==> src/rtl/crc_pkg.sv <==
// Shared types and default widths for the CRC job scheduler (crc_sched) and its arbiter.
// The job descriptor is sized by the package defaults below.
package crc_pkg;

    localparam int CRC_ADDR_W = 10;
    localparam int CRC_DATA_W = 8;
    localparam int CRC_W      = 16;

    typedef enum logic [2:0] {
        ST_IDLE,
        ST_GRANT,
        ST_CLEAR,
        ST_FETCH,
        ST_WAIT,
        ST_PROCESS,
        ST_CHECK,
        ST_DONE
    } crc_sched_state_t;

    typedef struct packed {
        logic [CRC_ADDR_W-1:0] base;
        logic [CRC_ADDR_W-1:0] len;
        logic [CRC_W-1:0]      exp;
        logic                  owner;
    } crc_job_t;

    function automatic logic [1:0] owner_onehot(input logic owner);
        return owner ? 2'b10 : 2'b01;
    endfunction

endpackage

==> src/rtl/crc_sched_rr_arb2.sv <==
// rr_arb2: two-way round-robin arbiter. The last-served pointer moves only when
// update is high with at least one request present; it resets to 1 so requester 0 wins the first tie.
module rr_arb2 (
    input  logic       clk50m,
    input  logic       rst_n,
    input  logic [1:0] req,
    input  logic       update,
    output logic       winner,
    output logic       any_req
);

    logic last_q;
    logic last_d;

    always_comb begin
        any_req = |req;
        // A tie goes to whoever was not served last; a lone requester always wins.
        winner  = (req == 2'b11) ? ~last_q : req[1];
        last_d  = last_q;
        if (update && any_req) begin
            last_d = winner;
        end
    end

    always_ff @(posedge clk50m or negedge rst_n) begin
        if (!rst_n) begin
            last_q <= 1'b1;
        end else begin
            last_q <= last_d;
        end
    end

endmodule

==> src/rtl/crc_sched.sv <==
// crc_sched: shares one memory read port and a crc_calc engine between two requesters,
// walking each job's address range and reporting the CRC check. Define CRC_SCHED_STATS_EN for err_cnt.
module crc_sched #(
    parameter int ADDR_W  = crc_pkg::CRC_ADDR_W,
    parameter int DATA_W  = crc_pkg::CRC_DATA_W,
    parameter int CRC_W   = crc_pkg::CRC_W,
    parameter int MEM_LAT = 1
) (
    input  logic                   clk50m,
    input  logic                   rst_n,
    input  logic [1:0]             req,
    input  logic [1:0][ADDR_W-1:0] req_base,
    input  logic [1:0][ADDR_W-1:0] req_len,
    input  logic [1:0][CRC_W-1:0]  req_exp,
    output logic [1:0]             ack,
    output logic [1:0]             done,
    output logic                   result_ok,
    output logic [CRC_W-1:0]       result_crc,
    output logic                   busy,
    output logic [ADDR_W-1:0]      mem_addr,
    output logic                   mem_rd,
    input  logic [DATA_W-1:0]      mem_data,
    output logic                   crc_clr,
    output logic                   crc_en,
    output logic [DATA_W-1:0]      crc_data,
    input  logic [CRC_W-1:0]       crc_value
`ifdef CRC_SCHED_STATS_EN
    ,
    output logic [15:0]            err_cnt
`endif
);

    import crc_pkg::*;

    localparam int                WAIT_W    = (MEM_LAT > 1) ? $clog2(MEM_LAT) : 1;
    localparam logic [WAIT_W-1:0] WAIT_LAST = WAIT_W'(MEM_LAT - 1);

    crc_sched_state_t  state_q, state_d;
    crc_job_t          job_q, job_d;
    logic [ADDR_W:0]   offset_q, offset_d;
    logic [ADDR_W:0]   len_ext;
    logic [WAIT_W-1:0] wait_q, wait_d;
    logic [ADDR_W-1:0] mem_addr_q, mem_addr_d;
    logic              result_ok_q, result_ok_d;
    logic [CRC_W-1:0]  result_crc_q, result_crc_d;
    logic              arb_winner;
    logic              arb_any;
    logic              arb_update;
    logic              mismatch;

    rr_arb2 u_arb (
        .clk50m  (clk50m),
        .rst_n   (rst_n),
        .req     (req),
        .update  (arb_update),
        .winner  (arb_winner),
        .any_req (arb_any)
    );

    // A zero length stands for the whole address space, hence the extra offset bit.
    assign len_ext  = (job_q.len == '0) ? {1'b1, {ADDR_W{1'b0}}} : {1'b0, job_q.len};
    assign mismatch = (crc_value != job_q.exp);

    always_comb begin
        // NOTE: every signal written here gets a default first, so no path can infer a latch.
        state_d      = state_q;
        job_d        = job_q;
        offset_d     = offset_q;
        wait_d       = wait_q;
        mem_addr_d   = mem_addr_q;
        result_ok_d  = result_ok_q;
        result_crc_d = result_crc_q;
        arb_update   = 1'b0;
        ack          = '0;
        done         = '0;
        mem_rd       = 1'b0;
        crc_clr      = 1'b0;
        crc_en       = 1'b0;

        case (state_q)
            ST_IDLE: begin
                if (arb_any) begin
                    arb_update  = 1'b1;
                    job_d.owner = arb_winner;
                    state_d     = ST_GRANT;
                end
            end
            ST_GRANT: begin
                if (req[job_q.owner]) begin
                    ack       = owner_onehot(job_q.owner);
                    job_d.base = req_base[job_q.owner];
                    job_d.len  = req_len[job_q.owner];
                    job_d.exp  = req_exp[job_q.owner];
                    offset_d  = '0;
                    state_d   = ST_CLEAR;
                end else begin
                    state_d = ST_IDLE;
                end
            end
            ST_CLEAR: begin
                crc_clr    = 1'b1;
                mem_addr_d = job_q.base;
                state_d    = ST_FETCH;
            end
            ST_FETCH: begin
                mem_rd  = 1'b1;
                wait_d  = '0;
                state_d = ST_WAIT;
            end
            ST_WAIT: begin
                if (wait_q == WAIT_LAST) begin
                    state_d = ST_PROCESS;
                end else begin
                    wait_d = wait_q + 1'b1;
                end
            end
            ST_PROCESS: begin
                crc_en   = 1'b1;
                offset_d = offset_q + 1'b1;
                if (offset_d == len_ext) begin
                    state_d = ST_CHECK;
                end else begin
                    // The address register leads FETCH so it is stable from FETCH through PROCESS.
                    mem_addr_d = job_q.base + offset_d[ADDR_W-1:0];
                    state_d    = ST_FETCH;
                end
            end
            ST_CHECK: begin
                result_crc_d = crc_value;
                result_ok_d  = !mismatch;
                state_d      = ST_DONE;
            end
            ST_DONE: begin
                done    = owner_onehot(job_q.owner);
                state_d = ST_IDLE;
            end
            default: state_d = ST_IDLE;
        endcase
    end

    always_ff @(posedge clk50m or negedge rst_n) begin
        // NOTE: flops use non-blocking assignments so every register samples pre-edge values.
        if (!rst_n) begin
            state_q      <= ST_IDLE;
            job_q        <= '0;
            offset_q     <= '0;
            wait_q       <= '0;
            mem_addr_q   <= '0;
            result_ok_q  <= 1'b0;
            result_crc_q <= '0;
        end else begin
            state_q      <= state_d;
            job_q        <= job_d;
            offset_q     <= offset_d;
            wait_q       <= wait_d;
            mem_addr_q   <= mem_addr_d;
            result_ok_q  <= result_ok_d;
            result_crc_q <= result_crc_d;
        end
    end

    assign busy       = (state_q != ST_IDLE);
    assign mem_addr   = mem_addr_q;
    assign crc_data   = mem_data;
    assign result_ok  = result_ok_q;
    assign result_crc = result_crc_q;

`ifdef CRC_SCHED_STATS_EN
    logic [15:0] err_cnt_q, err_cnt_d;

    always_comb begin
        err_cnt_d = err_cnt_q;
        if (state_q == ST_CHECK && mismatch && err_cnt_q != 16'hFFFF) begin
            err_cnt_d = err_cnt_q + 16'd1;
        end
    end

    always_ff @(posedge clk50m or negedge rst_n) begin
        if (!rst_n) begin
            err_cnt_q <= '0;
        end else begin
            err_cnt_q <= err_cnt_d;
        end
    end

    assign err_cnt = err_cnt_q;
`endif

endmodule

==> config.mk <==
export PLATFORM = sky130hd
export DESIGN_NAME = crc_sched
export DESIGN_NICKNAME = d
export VERILOG_FILES = /design/src/rtl/crc_pkg.sv /design/src/rtl/crc_sched_rr_arb2.sv /design/src/rtl/crc_sched.sv
export SDC_FILE = /design/constraint.sdc
export NUM_CORES = 1
export LEC_CHECK = 0
export ABC_CLOCK_PERIOD_IN_PS = 3000
export BUFFER_PORTS_ARGS = -buffer_cell sky130_fd_sc_hd__buf_2
export CAP_MARGIN = 20
export CORE_UTILIZATION = 45
export DETAILED_ROUTE_END_ITERATION = 8
export HOLD_SLACK_MARGIN = 0.03
export PLACE_DENSITY = 0.7
export SETUP_SLACK_MARGIN = 0.15
export SYNTH_ARGS = -nofsm -noshare
export SYNTH_HDL_FRONTEND = slang
export SYNTH_SLANG_ARGS = --single-unit
==> constraint.sdc <==
create_clock -name clk50m -period 3 [get_ports clk50m]
set_input_delay 0.15 -clock clk50m [delete_from_list [all_inputs] [get_ports clk50m]]
set_output_delay 0.15 -clock clk50m [all_outputs]
set_load 0.01 [all_outputs]
Word level (Yosys, flattened, before mapping). Cells that the tools add are included.

Word-level logic and storage cells: 74. Bits of input ports: 100. Output and inout port bits: 43. Bits in registers: 80.

Magnitude comparators: 1. Bitwise operators: 1. Add/sub/neg operators: 3. Equality and inequality tests: 14. Reductions and logical operators: 14. Multiplexer cells: 30.

Operators with widths (number): 10-bit two-way mux (5); 16-bit two-way mux (2); 3-bit one-hot mux with 8 select lines (1); 11-bit two-way mux (2); 11-bit one-hot mux with 2 select lines (1); 10-bit one-hot mux with 2 select lines (1); 16-bit inequality test (1); 3-bit == test, second input constant (4); 11-bit by 1-bit adder with 11-bit output, second input constant (1); 11-bit == test (1); 10-bit adder (1); 10-bit logical NOT (1); 2-bit two-way mux (5); 2-bit AND reduction (5); 1-bit two-way mux (9); 3-bit two-way mux (3); 2-bit inequality test, second input constant (4); 3-bit by 2-bit == test with 1-bit output, second input constant (2); 2-bit nonzero test (3); 3-bit by 1-bit == test with 1-bit output, second input constant (1); 3-bit logical NOT (1); 3-bit nonzero test (1); 2-bit == test, second input constant (1); 1-bit by 2-bit < comparator with 1-bit output, second input constant (1); other kinds (6) (6).

Depth between registers and ports, before layout.
Depth after elaboration: 5. Mapped depth: 12. Depth with buffers taken out: 12.

Cells and area by module. From an unflattened synthesis, not the netlist that was laid out.

Cell total of the unflattened synthesis: 456. Area, all modules: 4549.4 µm².

Modules (own cells, without submodules): crc_sched (seq. area each 1951.9 µm², times used 1, area each 4498.1 µm², cells each 451); rr_arb2 (seq. area each 26.3 µm², times used 1, area each 51.3 µm², cells each 5).

Least setup slack after synthesis. Ideal clock, no wire load.

Path kind: register -> register. Start point: register offset_q[0]. End point: register mem_addr_q[9], in the netlist mem_addr[9]. Slack: 0.385 ns. Required time: 2.880 ns. Cell stages (with the launch flop): 13. Library setup time: 0.120 ns. Arrival: 2.495 ns. Cell sequence: dfrtp_1 > ha_1 > nand2_1 > nor2_2 > xor2_1 > ha_1 > a21oi_1 > a21boi_0 > o21ai_0 > o311ai_0 > xnor2_1 > o21a_1 > o211a_1.

Longest elaborated chain between the ends: 4. Elaborated cells between the ends (all ways): 7. Those cells by class: 2 x add/sub; 2 x eq/ne; 2 x mux; 1 x reduce/logical.

Ends and longest elaborated chain: start, declared (RTL line crc_sched.sv:40) `logic [ADDR_W:0] offset_q, offset_d;`; start signal, assigned (RTL line crc_sched.sv:154) `offset_q <= offset_d;`; 11-bit by 1-bit adder with 11-bit output (*) (RTL line crc_sched.sv:119) `offset_d = offset_q + 1'b1;`; 10-bit adder / 11-bit == test (equally long branches) (RTL line crc_sched.sv:124, crc_sched.sv:120); 10-bit two-way mux / 2-bit inequality test (equally long branches); 10-bit one-hot mux with 2 select lines / 2-bit AND reduction (equally long branches); end signal, assigned (RTL line crc_sched.sv:156) `mem_addr_q <= mem_addr_d;`; end, declared (RTL line crc_sched.sv:43) `logic [ADDR_W-1:0] mem_addr_q, mem_addr_d;`.

Mark *: on every way between the ends. The rest lies on a longest branch, timed or not. The select of a mux whose other input is x is not followed. A chain may end at the register's enable or synchronous reset.

Worst setup path after layout.
Start point: register offset_q[1]. End point: register mem_addr_q[9], in the netlist mem_addr[9].

Same word-level chain as after synthesis.

==> impl_metrics.prom <==
# TYPE chip_impl_metric gauge
chip_impl_info{name="status",value="finished, final reports clean"} 1
chip_impl_metric{name="ant_nets",unit=""} 0
chip_impl_metric{name="area.growth.synth_to_final",unit="%"} 21.00
chip_impl_metric{name="finalClockSkew",unit="ps"} 13.05
chip_impl_metric{name="setup_tns",unit="ps"} 0
chip_impl_info{name="timing.critical_path.cells",value="ha_2 > nand2_1 > nor2_4 > xor2_1 > ha_1 > a21oi_1 > a21boi_0 > o21ai_0 > o311ai_1 > xnor2_1 > o21a_1 > o211a_1"} 1
chip_impl_metric{name="final_layout_size_suffix_gt1_share",unit="%"} 32.75
chip_impl_metric{name="relSlewSlack",unit="%"} 36.35
chip_impl_metric{name="syn-cell-area",unit="sq mm"} 0.004492
chip_impl_metric{name="die_height",unit="microns"} 101.9
chip_impl_info{name="synthFlopType",value="sky130_fd_sc_hd__dfrtp_1"} 1
chip_impl_metric{name="n_antenna_cell",unit=""} 0
chip_impl_metric{name="pin_count",unit=""} 143
chip_impl_info{name="layout.cells.most_common_list",value="sky130_fd_sc_hd__buf_2 (125), sky130_fd_sc_hd__dfrtp_1 (76), sky130_fd_sc_hd__nor2_1 (54)"} 1
chip_impl_info{name="clockRootBuffer",value="sky130_fd_sc_hd__clkbuf_8"} 1
chip_impl_metric{name="route.detailed.drc",unit=""} 0
chip_impl_info{name="holdCritStartpoint",value="crc_value[8]"} 1
chip_impl_metric{name="timing.final.crit_period",unit="ps"} 2671
chip_impl_metric{name="ys_warn_count",unit=""} 0
chip_impl_metric{name="gr-usage-all-layers",unit="%"} 21.46
chip_impl_metric{name="hold-path-cell-count",unit=""} 2
chip_impl_metric{name="post_synth_inst_count",unit=""} 448
chip_impl_metric{name="chipWidth",unit="microns"} 101.9
chip_impl_metric{name="power_leakage",unit="nW"} 2.560
chip_impl_metric{name="delay_of_the_slowest_cell_on_the_worst_path",unit="ps"} 410
chip_impl_metric{name="tritoncts_num_sinks",unit=""} 79
chip_impl_metric{name="cts_max_path_buffers",unit=""} 2
chip_impl_metric{name="synthesis.area_per_instance",unit="sq um"} 10.03
chip_impl_metric{name="power-per-cell-area",unit="mW/mm^2"} 1010
chip_impl_metric{name="cts.clk_slew.worst_paths",unit="ps"} 90
chip_impl_metric{name="num-nets-final",unit=""} 674
chip_impl_metric{name="post_drt_via_cell_ratio",unit=""} 5.183
chip_impl_info{name="cts_tree",value="done"} 1
chip_impl_metric{name="finalHoldViolations",unit=""} 0
chip_impl_metric{name="globalRouteOverflowTotal",unit=""} 0
chip_impl_info{name="timing.critical_path.to_type",value="flip-flop"} 1
chip_impl_metric{name="postSynthRegisterBits",unit=""} 79
chip_impl_metric{name="ys_async_sr_fraction",unit="%"} 100.0
chip_impl_metric{name="critical_path_arrival",unit="ps"} 2930
chip_impl_info{name="synth_top_area_cell",value="sky130_fd_sc_hd__dfrtp_1"} 1
chip_impl_metric{name="number_of_global_route_vias_before_repair",unit=""} 3630
chip_impl_metric{name="max-vdd-ir-drop",unit="V"} 0.0004635
chip_impl_metric{name="timing.final.setup_violations",unit=""} 0
chip_impl_info{name="end_point_of_the_most_critical_hold_path",value="result_crc[8]"} 1
chip_impl_metric{name="final_min_period_over_clock_period",unit="%"} 89.04
chip_impl_metric{name="synth_sequential_area_ratio",unit="%"} 44.04
chip_impl_info{name="final_common_cell",value="sky130_fd_sc_hd__buf_2"} 1
chip_impl_metric{name="r2r_cells",unit=""} 12
chip_impl_metric{name="worst-r2r-setup-slack",unit="ps"} 330
chip_impl_metric{name="fp.dieArea",unit="sq mm"} 0.01039
chip_impl_metric{name="postCtsSetupBuffers",unit=""} 0
chip_impl_metric{name="ys_types",unit=""} 57
chip_impl_info{name="rsz0062_at_grt",value="no"} 1
chip_impl_metric{name="grt_max_degree",unit=""} 80
chip_impl_metric{name="cts_made_buffers",unit=""} 9
chip_impl_info{name="timing_worst_setup_path_type",value="flip-flop to flip-flop"} 1
chip_impl_metric{name="postSynthNetCount",unit=""} 559
chip_impl_info{name="netlist_top_cells_area",value="sky130_fd_sc_hd__dfrtp_1 (43%), sky130_fd_sc_hd__mux2i_1 (8.0%), sky130_fd_sc_hd__a21oi_1 (5.8%), sky130_fd_sc_hd__xor2_1 (5.5%), sky130_fd_sc_hd__nor2_1 (4.5%)"} 1
chip_impl_metric{name="drt-wirelength-per-cell",unit="microns"} 14.80
chip_impl_metric{name="max_freq",unit="GHz"} 0.3743
chip_impl_metric{name="global_placer_s_final_weighted_congestion",unit=""} 0.8447
chip_impl_metric{name="initial_utilization",unit="%"} 46.17
chip_impl_metric{name="clkLatencyLatePin",unit="ps"} 370
chip_impl_info{name="r2r_end",value="mem_addr[9]"} 1
chip_impl_metric{name="fraction_of_the_core_area_covered_by_cells_at_the_end_of_the_flow",unit="%"} 55.86
chip_impl_metric{name="first_pass_grt_wire_length",unit="microns"} 16940
chip_impl_metric{name="synth_top_area_share",unit="%"} 43.45
chip_impl_metric{name="number_of_flops_mapped_to_enable_cells_by_yosys",unit=""} 0
chip_impl_metric{name="drt_pre_antenna_iters",unit=""} 4
chip_impl_info{name="worstHoldPathType",value="primary input to flip-flop"} 1
chip_impl_metric{name="timing.critical_path.required",unit="ps"} 3260
chip_impl_metric{name="detail_route.iter0.violations",unit=""} 143
chip_impl_info{name="setup.worst_path.start_class",value="flip-flop"} 1
chip_impl_metric{name="post_detailed_routing_wire_length",unit="microns"} 10380
chip_impl_info{name="crit-reg2reg-launch",value="offset_q[1]"} 1
chip_impl_metric{name="drv_slew",unit=""} 0
chip_impl_metric{name="placement.io_buffers",unit=""} 126
chip_impl_metric{name="max-cap-violations",unit=""} 0
chip_impl_metric{name="detailedPlacementHpwl",unit="microns"} 7894
chip_impl_metric{name="worst_tran_pin_value",unit="ps"} 951.9
chip_impl_metric{name="crit_path_max_fanout",unit=""} 4
chip_impl_metric{name="clock_tree.htree_level_count",unit=""} 3
chip_impl_metric{name="core_area",unit="sq mm"} 0.009729
chip_impl_info{name="cp_slowest_cell",value="sky130_fd_sc_hd__dfrtp_2"} 1
chip_impl_metric{name="placementRows",unit=""} 36
chip_impl_metric{name="grt_antenna_before_repair",unit=""} 0
chip_impl_metric{name="route.vias.total",unit=""} 3633
-- per-stage QoR --
stage               std cells  total power, mW  area (sq um)  worst slack (ps)  hold WS (ps)
global placement          682            4.590          5174             299.7         300.1
CTS                       700            5.539          5399             158.7         32.54
detailed placement        682            4.708          5174             174.7         300.1
finish                    701            5.491          5435             328.7         37.80
global route              701            5.978          5435             153.9         46.68
floorplan                 448            3.936          4492             384.7        -145.6
-- report_power, final --
part | switching, mW | internal [mW]
logic | 1.41 | 1.28
registers | 0.418 | 1.57
clock network | 0.425 | 0.394
-- worst max-delay path by stage --
| stage | from | slack [ps] | end | cells after the start |
|---|---|---|---|---|
| after floorplan | offset_q[0] | 380 | mem_addr[9] | 12 |
| after global routing | offset_q[2] | 150 | mem_addr[9] | 11 |
| final | offset_q[1] | 330 | mem_addr[9] | 12 |
| after CTS | offset_q[1] | 160 | mem_addr[9] | 12 |
| after global placement | offset_q[1] | 300 | mem_addr[9] | 11 |
| after detailed placement | offset_q[1] | 170 | mem_addr[9] | 12 |
-- cell usage after synthesis, types with 8 or more instances --
| library cell | n |
|---|---|
| sky130_fd_sc_hd__a21oi_1 | 52 |
| sky130_fd_sc_hd__buf_4 | 8 |
| sky130_fd_sc_hd__clkbuf_1 | 14 |
| sky130_fd_sc_hd__dfrtp_1 | 78 |
| sky130_fd_sc_hd__ha_1 | 10 |
| sky130_fd_sc_hd__inv_1 | 8 |
| sky130_fd_sc_hd__mux2_2 | 16 |
| sky130_fd_sc_hd__mux2i_1 | 36 |
| sky130_fd_sc_hd__nand2_1 | 26 |
| sky130_fd_sc_hd__nor2_1 | 54 |
| sky130_fd_sc_hd__o21ai_0 | 19 |
| sky130_fd_sc_hd__o22ai_1 | 8 |
| sky130_fd_sc_hd__xnor2_1 | 13 |
| sky130_fd_sc_hd__xor2_1 | 28 |
-- worst max-delay path, delay by kind of cell, from the launching register on --
kind,cells,cell delay [ps]
AOI/OAI and AO/OA,6,1040
adders and majority gates,2,530
DFF,1,410
xor gates and xnor gates,2,320
and+or+nand+nor,2,250
-- what timing repair did --
action / 4_1_cts / 5_1_grt
hold buffers: 2 / 0
gates resized for setup: 0 / 4
endpoints found under the setup margin: 0 / 2
hold endpoints to repair: 79 / 0
-- final cells by class --
class / instances / area (sq um)
Clock buffer: 9 / 123.9
Sequential cell: 79 / 1981
Clock inverter: 7 / 81.33
Multi-Input combinational cell: 328 / 2320
Tap cell: 133 / 166.4
Timing Repair Buffer: 135 / 725.7
Inverter: 10 / 37.54
Fill cell: 880 / 4294
-- per-layer routing --
metal / global-route usage (%) / vias up / wire length [microns]
li1: - / 1791 / -
met1: 26.65 / 1699 / 4437
met2: 36.23 / 125 / 5138
met3: 3.625 / 18 / 554
met4: 10.77 / 0 / 245
met5: 0 / - / 0
-- state kept, by name, indices dropped and copies added, names as in the netlist --
register,flops
job_q,37
state_q,3
result_crc,16
u_arb.last_q,1
offset_q,11
mem_addr,10
result_ok,1
-- cell families after synthesis --
logic type / synth area share, %
buf+inv: 4.485
compound gates: 12.70
mux: 12.03
xor+xnor: 9.861
flops: 44.04
fa+ha+maj: 3.231
simple gates: 13.65
(Power assumes the default switching activity.)
